### src/rtl/cpu_pkg.sv
`default_nettype none
// ============================================================================
//  Module  : cpu_pkg
//  Brief   : Shared ISA opcodes, sequencer phases and decode helpers.
//  Rev     : 1.0  initial release
// ============================================================================
package cpu_pkg;

  localparam int OPC_W   = 3;
  localparam int PHASE_W = 3;

  typedef enum logic [OPC_W-1:0] {
    HLT = 3'd0,
    SKZ = 3'd1,
    ADD = 3'd2,
    AND = 3'd3,
    XOR = 3'd4,
    LDA = 3'd5,
    STO = 3'd6,
    JMP = 3'd7
  } opcode_e;

  typedef enum logic [PHASE_W-1:0] {
    INST_ADDR  = 3'd0,
    INST_FETCH = 3'd1,
    INST_LOAD  = 3'd2,
    IDLE       = 3'd3,
    OP_ADDR    = 3'd4,
    OP_FETCH   = 3'd5,
    ALU_OP     = 3'd6,
    STORE      = 3'd7
  } phase_e;

  // Opcodes that read an operand from memory into the accumulator path.
  function automatic logic is_aluop(input opcode_e op);
    return (op == ADD) || (op == AND) || (op == XOR) || (op == LDA);
  endfunction

endpackage
`default_nettype wire

### src/rtl/cpu_control_sequencer_if.sv
`default_nettype none
// ============================================================================
//  Module  : cpu_control_sequencer_if
//  Brief   : IR/ALU status inputs and datapath strobes of the sequencer.
//  Rev     : 1.0  initial release
// ============================================================================
interface cpu_control_sequencer_if;
  import cpu_pkg::*;

  logic [OPC_W-1:0]   opcode;
  logic               zero;
  logic               sel;
  logic               rd;
  logic               ld_ir;
  logic               inc_pc;
  logic               ld_pc;
  logic               halt;
  logic               data_e;
  logic               ld_ac;
  logic               wr;
  logic [PHASE_W-1:0] phase;

  modport master (
    input  opcode, zero,
    output sel, rd, ld_ir, inc_pc, ld_pc, halt, data_e, ld_ac, wr, phase
  );

  modport slave (
    output opcode, zero,
    input  sel, rd, ld_ir, inc_pc, ld_pc, halt, data_e, ld_ac, wr, phase
  );

endinterface
`default_nettype wire

### src/rtl/cpu_control_sequencer.sv
`default_nettype none
// ============================================================================
//  Module  : cpu_control_sequencer
//  Brief   : Eight-phase instruction sequencer driving PC/IR/ACC/memory strobes.
//  Rev     : 1.0  initial release
// ============================================================================
module cpu_control_sequencer
  import cpu_pkg::*;
(
  input  logic                    clk,
  input  logic                    rst,
  cpu_control_sequencer_if.master bus
);

  phase_e  r_phase;
  opcode_e r_opcode;
  logic    r_halted;

  phase_e  w_phase_nxt;
  logic    w_halted_nxt;
  logic    w_aluop;
  logic    w_hlt_dec;

  always_ff @(posedge clk or negedge rst) begin
    if (!rst) begin
      r_phase  <= INST_ADDR;
      r_opcode <= HLT;
      r_halted <= 1'b0;
    end else begin
      r_phase  <= w_phase_nxt;
      r_halted <= w_halted_nxt;
      if (r_phase == INST_LOAD)
        r_opcode <= opcode_e'(bus.opcode);
    end
  end

  always_comb begin
    w_aluop      = is_aluop(r_opcode);
    w_hlt_dec    = (r_phase == OP_ADDR) && (r_opcode == HLT);
    w_halted_nxt = r_halted | w_hlt_dec;
    // The phase freezes on the same edge that sets the sticky halt.
    w_phase_nxt  = (r_halted || w_hlt_dec) ? r_phase
                                           : phase_e'(r_phase + PHASE_W'(1));

    bus.sel    = 1'b0;
    bus.rd     = 1'b0;
    bus.ld_ir  = 1'b0;
    bus.inc_pc = 1'b0;
    bus.ld_pc  = 1'b0;
    bus.data_e = 1'b0;
    bus.ld_ac  = 1'b0;
    bus.wr     = 1'b0;
    bus.halt   = r_halted | w_hlt_dec;
    bus.phase  = r_phase;

    case (r_phase)
      INST_ADDR: begin
        bus.sel = 1'b1;
      end
      INST_FETCH: begin
        bus.sel = 1'b1;
        bus.rd  = 1'b1;
      end
      INST_LOAD, IDLE: begin
        bus.sel   = 1'b1;
        bus.rd    = 1'b1;
        bus.ld_ir = 1'b1;
      end
      OP_ADDR: begin
        bus.inc_pc = ~w_hlt_dec;
      end
      OP_FETCH: begin
        bus.rd = w_aluop;
      end
      ALU_OP: begin
        bus.rd     = w_aluop;
        bus.inc_pc = ((r_opcode == SKZ) && bus.zero) || (r_opcode == JMP);
        bus.ld_pc  = (r_opcode == JMP);
        bus.data_e = (r_opcode == STO);
      end
      STORE: begin
        bus.rd     = w_aluop;
        bus.inc_pc = (r_opcode == JMP);
        bus.ld_pc  = (r_opcode == JMP);
        bus.data_e = (r_opcode == STO);
        bus.ld_ac  = w_aluop;
        bus.wr     = (r_opcode == STO);
      end
      default: begin
      end
    endcase

    if (r_halted) begin
      bus.sel    = 1'b0;
      bus.rd     = 1'b0;
      bus.ld_ir  = 1'b0;
      bus.inc_pc = 1'b0;
      bus.ld_pc  = 1'b0;
      bus.data_e = 1'b0;
      bus.ld_ac  = 1'b0;
      bus.wr     = 1'b0;
    end
  end

endmodule
`default_nettype wire

### src/flat_wrapper.sv
// flat-port wrapper written by rule: the top's interface ports become plain ports
module cpu_control_sequencer_flat import cpu_pkg::*;
  (clk, rst, bus_opcode, bus_zero, bus_sel, bus_rd, bus_ld_ir, bus_inc_pc, bus_ld_pc, bus_halt, bus_data_e, bus_ld_ac, bus_wr, bus_phase);
  cpu_control_sequencer_if bus_i ();
  input  logic clk;
  input  logic rst;
  input wire logic [$bits(bus_i.opcode)-1:0] bus_opcode;
  input wire logic [$bits(bus_i.zero)-1:0] bus_zero;
  output wire logic [$bits(bus_i.sel)-1:0] bus_sel;
  output wire logic [$bits(bus_i.rd)-1:0] bus_rd;
  output wire logic [$bits(bus_i.ld_ir)-1:0] bus_ld_ir;
  output wire logic [$bits(bus_i.inc_pc)-1:0] bus_inc_pc;
  output wire logic [$bits(bus_i.ld_pc)-1:0] bus_ld_pc;
  output wire logic [$bits(bus_i.halt)-1:0] bus_halt;
  output wire logic [$bits(bus_i.data_e)-1:0] bus_data_e;
  output wire logic [$bits(bus_i.ld_ac)-1:0] bus_ld_ac;
  output wire logic [$bits(bus_i.wr)-1:0] bus_wr;
  output wire logic [$bits(bus_i.phase)-1:0] bus_phase;
  assign bus_i.opcode = bus_opcode;
  assign bus_i.zero = bus_zero;
  assign bus_sel = bus_i.sel;
  assign bus_rd = bus_i.rd;
  assign bus_ld_ir = bus_i.ld_ir;
  assign bus_inc_pc = bus_i.inc_pc;
  assign bus_ld_pc = bus_i.ld_pc;
  assign bus_halt = bus_i.halt;
  assign bus_data_e = bus_i.data_e;
  assign bus_ld_ac = bus_i.ld_ac;
  assign bus_wr = bus_i.wr;
  assign bus_phase = bus_i.phase;
  cpu_control_sequencer u_core (.clk(clk), .rst(rst), .bus(bus_i));
endmodule
### config.mk
export PLATFORM = sky130hd
export DESIGN_NAME = cpu_control_sequencer_flat
export DESIGN_NICKNAME = d
export VERILOG_FILES = /design/src/rtl/cpu_pkg.sv /design/src/rtl/cpu_control_sequencer_if.sv /design/src/rtl/cpu_control_sequencer.sv /design/src/flat_wrapper.sv
export SDC_FILE = /design/constraint.sdc
export NUM_CORES = 1
export LEC_CHECK = 0
export BUFFER_PORTS_ARGS = -buffer_cell sky130_fd_sc_hd__buf_2
export CAP_MARGIN = 25
export CORE_AREA = 2 2 39 41
export CTS_CLUSTER_DIAMETER = 200
export DETAILED_ROUTE_END_ITERATION = 7
export DIE_AREA = 0 0 41 43
export PLACE_DENSITY = 0.68
export SKIP_CTS_REPAIR_TIMING = 1
export SLEW_MARGIN = 30
export SYNTH_ARGS = -nofsm -noshare
export SYNTH_HDL_FRONTEND = slang
export SYNTH_SLANG_ARGS = --single-unit
### constraint.sdc
create_clock -name clk -period 1.5 [get_ports clk]
set_input_delay 0.075 -clock clk [delete_from_list [all_inputs] [get_ports clk]]
set_output_delay 0.075 -clock clk [all_outputs]
set_load 0.05 [all_outputs]
==> Word-level counts from Yosys, hierarchy flattened <==
Index checks and enable logic that the tools add are counted.
{ "word_totals": {"output_inout_bits": 12, "input_bits": 6, "word_cells": 50, "regBits": 7} }
{ "classes": {"n_reduce_logical": 14, "muxes": 16, "eq_ne": 14, "n_bitwise": 2, "add_sub_neg": 1} }
{ "op_table": {"columns": ["cell", "n"], "rows": [
  ["$eq 3x3->1 const B", 8],
  ["$mux 1", 14],
  ["$eq 3x2->1 const B", 4],
  ["$eq 3x1->1 const B", 2],
  ["$logic_not 3->1", 2],
  ["$reduce_or 3->1", 2],
  ["$logic_or 1x1->1", 5],
  ["$reduce_or 2->1", 2],
  ["$reduce_or 4->1", 1],
  ["$add 3x1->3 const B", 1],
  ["$pmux 1 s3", 1],
  ["$logic_and 1x1->1", 2],
  ["$pmux 1 s2", 1],
  ["$not 1->1", 1],
  ["$or 1x1->1", 1]
]} }

==> Depth between registers and ports, before layout <==
{ "depth": {"depth_word": 6, "mapped_depth": 5, "ltp_nobuf": 5} }

==> Worst setup path after synthesis <==
No wires, ideal clock.
{ "synth_timing": {"path_kind": "register -> output", "startpoint": "register u_core.r_phase[1], in the netlist u_core.bus.phase[1]", "endpoint": "output port bus_ld_pc", "slack_ns": -1.413, "arrival_time_ns": 2.838, "path_stages_with_launch": 5, "required_time_ns": 1.425, "cell_sequence": "dfrtp_1 -> ha_1 -> ha_1 -> a21oi_1 -> nor4b_1"} }
{ "synth_via": {"elab_chain_cells": 4, "word_cells_on_any_way": 5, "cone_classes": "eq/ne: 2; mux: 2; reduce/logical: 1"} }
{ "synth_lines": {"columns": ["element", "line", "text"], "rows": [
  ["start: declaration", "cpu_control_sequencer.sv:15", "phase_e r_phase;"],
  ["start signal: assignment", "cpu_control_sequencer.sv:30", "r_phase <= w_phase_nxt;"],
  ["$eq 3x3->1", "cpu_control_sequencer.sv:56", "case (r_phase)"],
  ["$reduce_or 2->1 (no source line) (*)", null, null],
  ["$mux 1 (*)", null, null],
  ["$mux 1 (*)", "cpu_control_sequencer.sv:93", "if (r_halted) begin"],
  ["end: declaration", "flat_wrapper.sv:13", "output wire logic [$bits(bus_i.ld_pc)-1:0] bus_ld_pc;"]
]} }
Mark *: on every way between the ends. The rest lies on a longest branch, timed or not.

==> Final worst setup path <==
{ "layout_timing": {"startpoint": "register u_core.r_phase[1], in the netlist u_core.bus.phase[1]", "endpoint": "output port bus_inc_pc"} }
{ "layout_via": {"elab_chain_cells": 5, "word_cells_on_any_way": 7, "cone_classes": "eq/ne: 3; mux: 2; bitwise: 1; reduce/logical: 1"} }
{ "layout_lines": {"columns": ["element", "line", "text"], "rows": [
  ["$eq 3x3->1", "cpu_control_sequencer.sv:39, cpu_control_sequencer.sv:56", null],
  ["$logic_and 1x1->1", "cpu_control_sequencer.sv:39", "w_hlt_dec = (r_phase == OP_ADDR) && (r_opcode == HLT);"],
  ["$not 1->1", "cpu_control_sequencer.sv:70", "bus.inc_pc = ~w_hlt_dec;"],
  ["$pmux 1 s3 (*)", "cpu_control_sequencer.sv:56", null],
  ["$mux 1 (*)", "cpu_control_sequencer.sv:93", null],
  ["end: declaration", "flat_wrapper.sv:12", "output wire logic [$bits(bus_i.inc_pc)-1:0] bus_inc_pc;"]
]} }
Marked as above.

==> metrics.cfg <==
[outcome]
status = complete, but fails checks
violations = negative setup slack

[sta]
finalHoldViolations = 0
max_freq_mhz = 582.1
tightest_slew_ns = 0.4165
setup_viol = 8
maxSlewViolCount = 0
period_minus_slack_ns = 1.718
finClkSkew_ns = 0.005030
rsz0062_at_grt = true
worst_slack_ns = -0.2180
slew_headroom = 0.7224
tns_ns = -1.012
min_period_over_period = 1.145

[placed_design]
port_buffers = 17
hpwl_um = 981.6
place_congestion = 0.7140

[clock_network]
cts.clk_slew.worst_paths_ns = 0.05
clockBufferDepth = 2
worstSkewPairLatency_ns = 0.25
cts_tree = built
ctsRootBufferMaster = clkbuf_4
cts_htree_levels = 1
cts_sinks = 7
cts_buffers = 3

[setup_path]
cp_top_family = compound AO/OA/AOI/OAI gates
rr_startpoint = u_core.bus.phase[0]$_DFFE_PN0N_
critical_path_class = register to output pin
worst-path-buf-inv = 2
crit_fanout = 4
crit_path_top_delay_cell = dfrtp_2
critical_path_arrival_ns = 1.64
cp.required_ns = 1.42
path_cells = inv_4, ha_4, o311a_4, a21oi_2, a211oi_4, buf_6
reg2reg_slack_ns = 0.01
worstSetupStartpointType = register
endpoint_kind = output pin
r2r_cells = 5
r2r-end = u_core.r_opcode[0]$_DFFE_PN0P_
slowest_delay_ns = 0.46

[hold_path]
hold-path-endpoint = u_core.r_opcode[1]$_DFFE_PN0P_
worstHoldStart = bus_opcode[1]
hold_class = input port to register
hold_depth = 2

[routing]
drt_iter0_markers = 2
ant_nets = 0
vias = 511
post_drt_via_cell_ratio = 5.059
remaining_drc_errors = 0
finalWirelength_um = 1284
drt_first_pass_iters = 2
wl_per_cell_um = 12.71

[cells_and_area]
fill_cells = 100
drive_gt1_frac = 0.7412
antenna_cells = 0
final_util = 0.7378
final_nets = 99
area_growth_pct = 92.91

[global_route]
grt_usage = 0.1750
grt_max_degree = 9
grt_overflow = 0
grt_pass1_wl_um = 2090
antenna_found_initial = 0
grt_pass1_vias = 489

[synth]
synthFlopType = dfrtp_1
synth.avg_cell_area_um2 = 9.986
netlist-cell-type-count = 28
synth.cell_area_um2 = 529.3
muxShareOfSynthArea = 0.09220
synthAdderAreaFrac = 0.1655
syn-num-nets = 66
yosysSeqAreaShare = 0.3310
synth_xor_area_frac = 0.03310
synth_top_area_cell = dfrtp_1
synth_edf_count = 0
ys_warn_count = 0
synth_top_area_frac = 0.3310
ys_seq_elements = 7
synth_area_leaders = dfrtp_1 33%, ha_1 17%, mux2_1 6.4%
synthArstFlopShare = 1.000
synth_simple_gate_area_share = 0.1608
synth-compound-area-share = 0.1820
synthCells = 53
synth_top_family_by_area = compound AO/OA/AOI/OAI gates

[die]
chipHeight_um = 43
core-area_mm2 = 0.001384
dieArea_mm2 = 0.001763
ios = 18
start_util = 0.3825
die_x_um = 41
rows = 14

[job]
maxCapViolCount = 0

==> worst register-to-register path: stages (launching register included) <==
cell,delay (ns)
dfrtp_2,0.46
inv_4,0.10
ha_4,0.16
nor2b_2,0.19
buf_4,0.15
mux2_1,0.31
==> sequential cells by signal, summed over array words and instances (netlist names) <==
name and cells:
u_core.bus.phase 3, u_core.r_halted 1, u_core.r_opcode 3
==> cell families (layout without fill, tap and decap cells) <==
group,Yosys count,count (layout)
muxes,4,4
xor gates and xnor gates,2,2
AOI/OAI and AO/OA,13,13
and+or+nand+nor,15,15
buffers and inverters,5,37
DFF,7,7
adders and majority gates,7,7
==> metrics by stage <==
stage / cells / hold slack, ns / area (um2) / worst slack [ns]
after floorplan: 53 / -0.2206 / 695.7 / -0.2084
after global placement: 95 / -0.08813 / 872.1 / 0.0009486
after detailed placement: 95 / -0.08861 / 872.1 / -0.007961
after CTS: 99 / -0.3558 / 898.4 / -0.2768
after global routing: 101 / 0.03627 / 1021 / -0.2929
final: 101 / 0.04154 / 1021 / -0.2180
==> synth_stat cells (2+ instances only) <==
library cell	count
mux2_1	3
xnor2_1	2
a21oi_1	5
nor2_1	4
inv_1	3
ha_1	7
dfrtp_1	7
nand2_1	2
==> placed cells by master (no fill, tap or decap), types with 3 or more instances in the layout <==
cell      instances
a21oi_4           3
buf_2             8
buf_4            11
buf_6             7
clkbuf_4          4
dfrtp_1           4
dfrtp_2           3
ha_4              5
mux2_1            3
==> final cells by class <==
class,count,area (um2),area share
multi-input cells,41,541.8,0.5306
well taps,16,20.02,0.01961
repair buffers,29,234.0,0.2292
clock buffers,4,26.28,0.02574
inverters,4,20.02,0.01961
flip-flops and latches,7,178.9,0.1752
==> metal layers <==
metal | global-route usage | part of all wire | up-vias
met3 | 0.03141 | 0.021 | 2
met1 | 0.2483 | 0.47 | 244
met5 | 0 | 0 | -
met4 | 0.1000 | 0.015 | 0
li1 | - | - | 253
met2 | 0.2406 | 0.50 | 12
==> worst max path at each step <==
| stage | startpoint | endpoint | slack, ns | cells after the start |
|---|---|---|---|---|
| 3_3_place_gp | u_core.bus.phase[0]$_DFFE_PN0N_ | bus_rd | 0.0009 | 6 |
| 3_5_place_dp | u_core.bus.phase[1]$_DFFE_PN0N_ | bus_rd | -0.008 | 6 |
| 2_1_floorplan | u_core.bus.phase[1]$_DFFE_PN0N_ | bus_ld_pc | -0.21 | 4 |
| 6_report | u_core.bus.phase[1]$_DFFE_PN0N_ | bus_inc_pc | -0.22 | 6 |
| 5_1_grt | u_core.bus.phase[0]$_DFFE_PN0N_ | bus_rd | -0.29 | 6 |
| 4_1_cts | u_core.bus.phase[1]$_DFFE_PN0N_ | bus_rd | -0.28 | 6 |
Power is not shown: default switching activity piles up to over one toggle a cycle in this logic, so the estimate is an artifact.
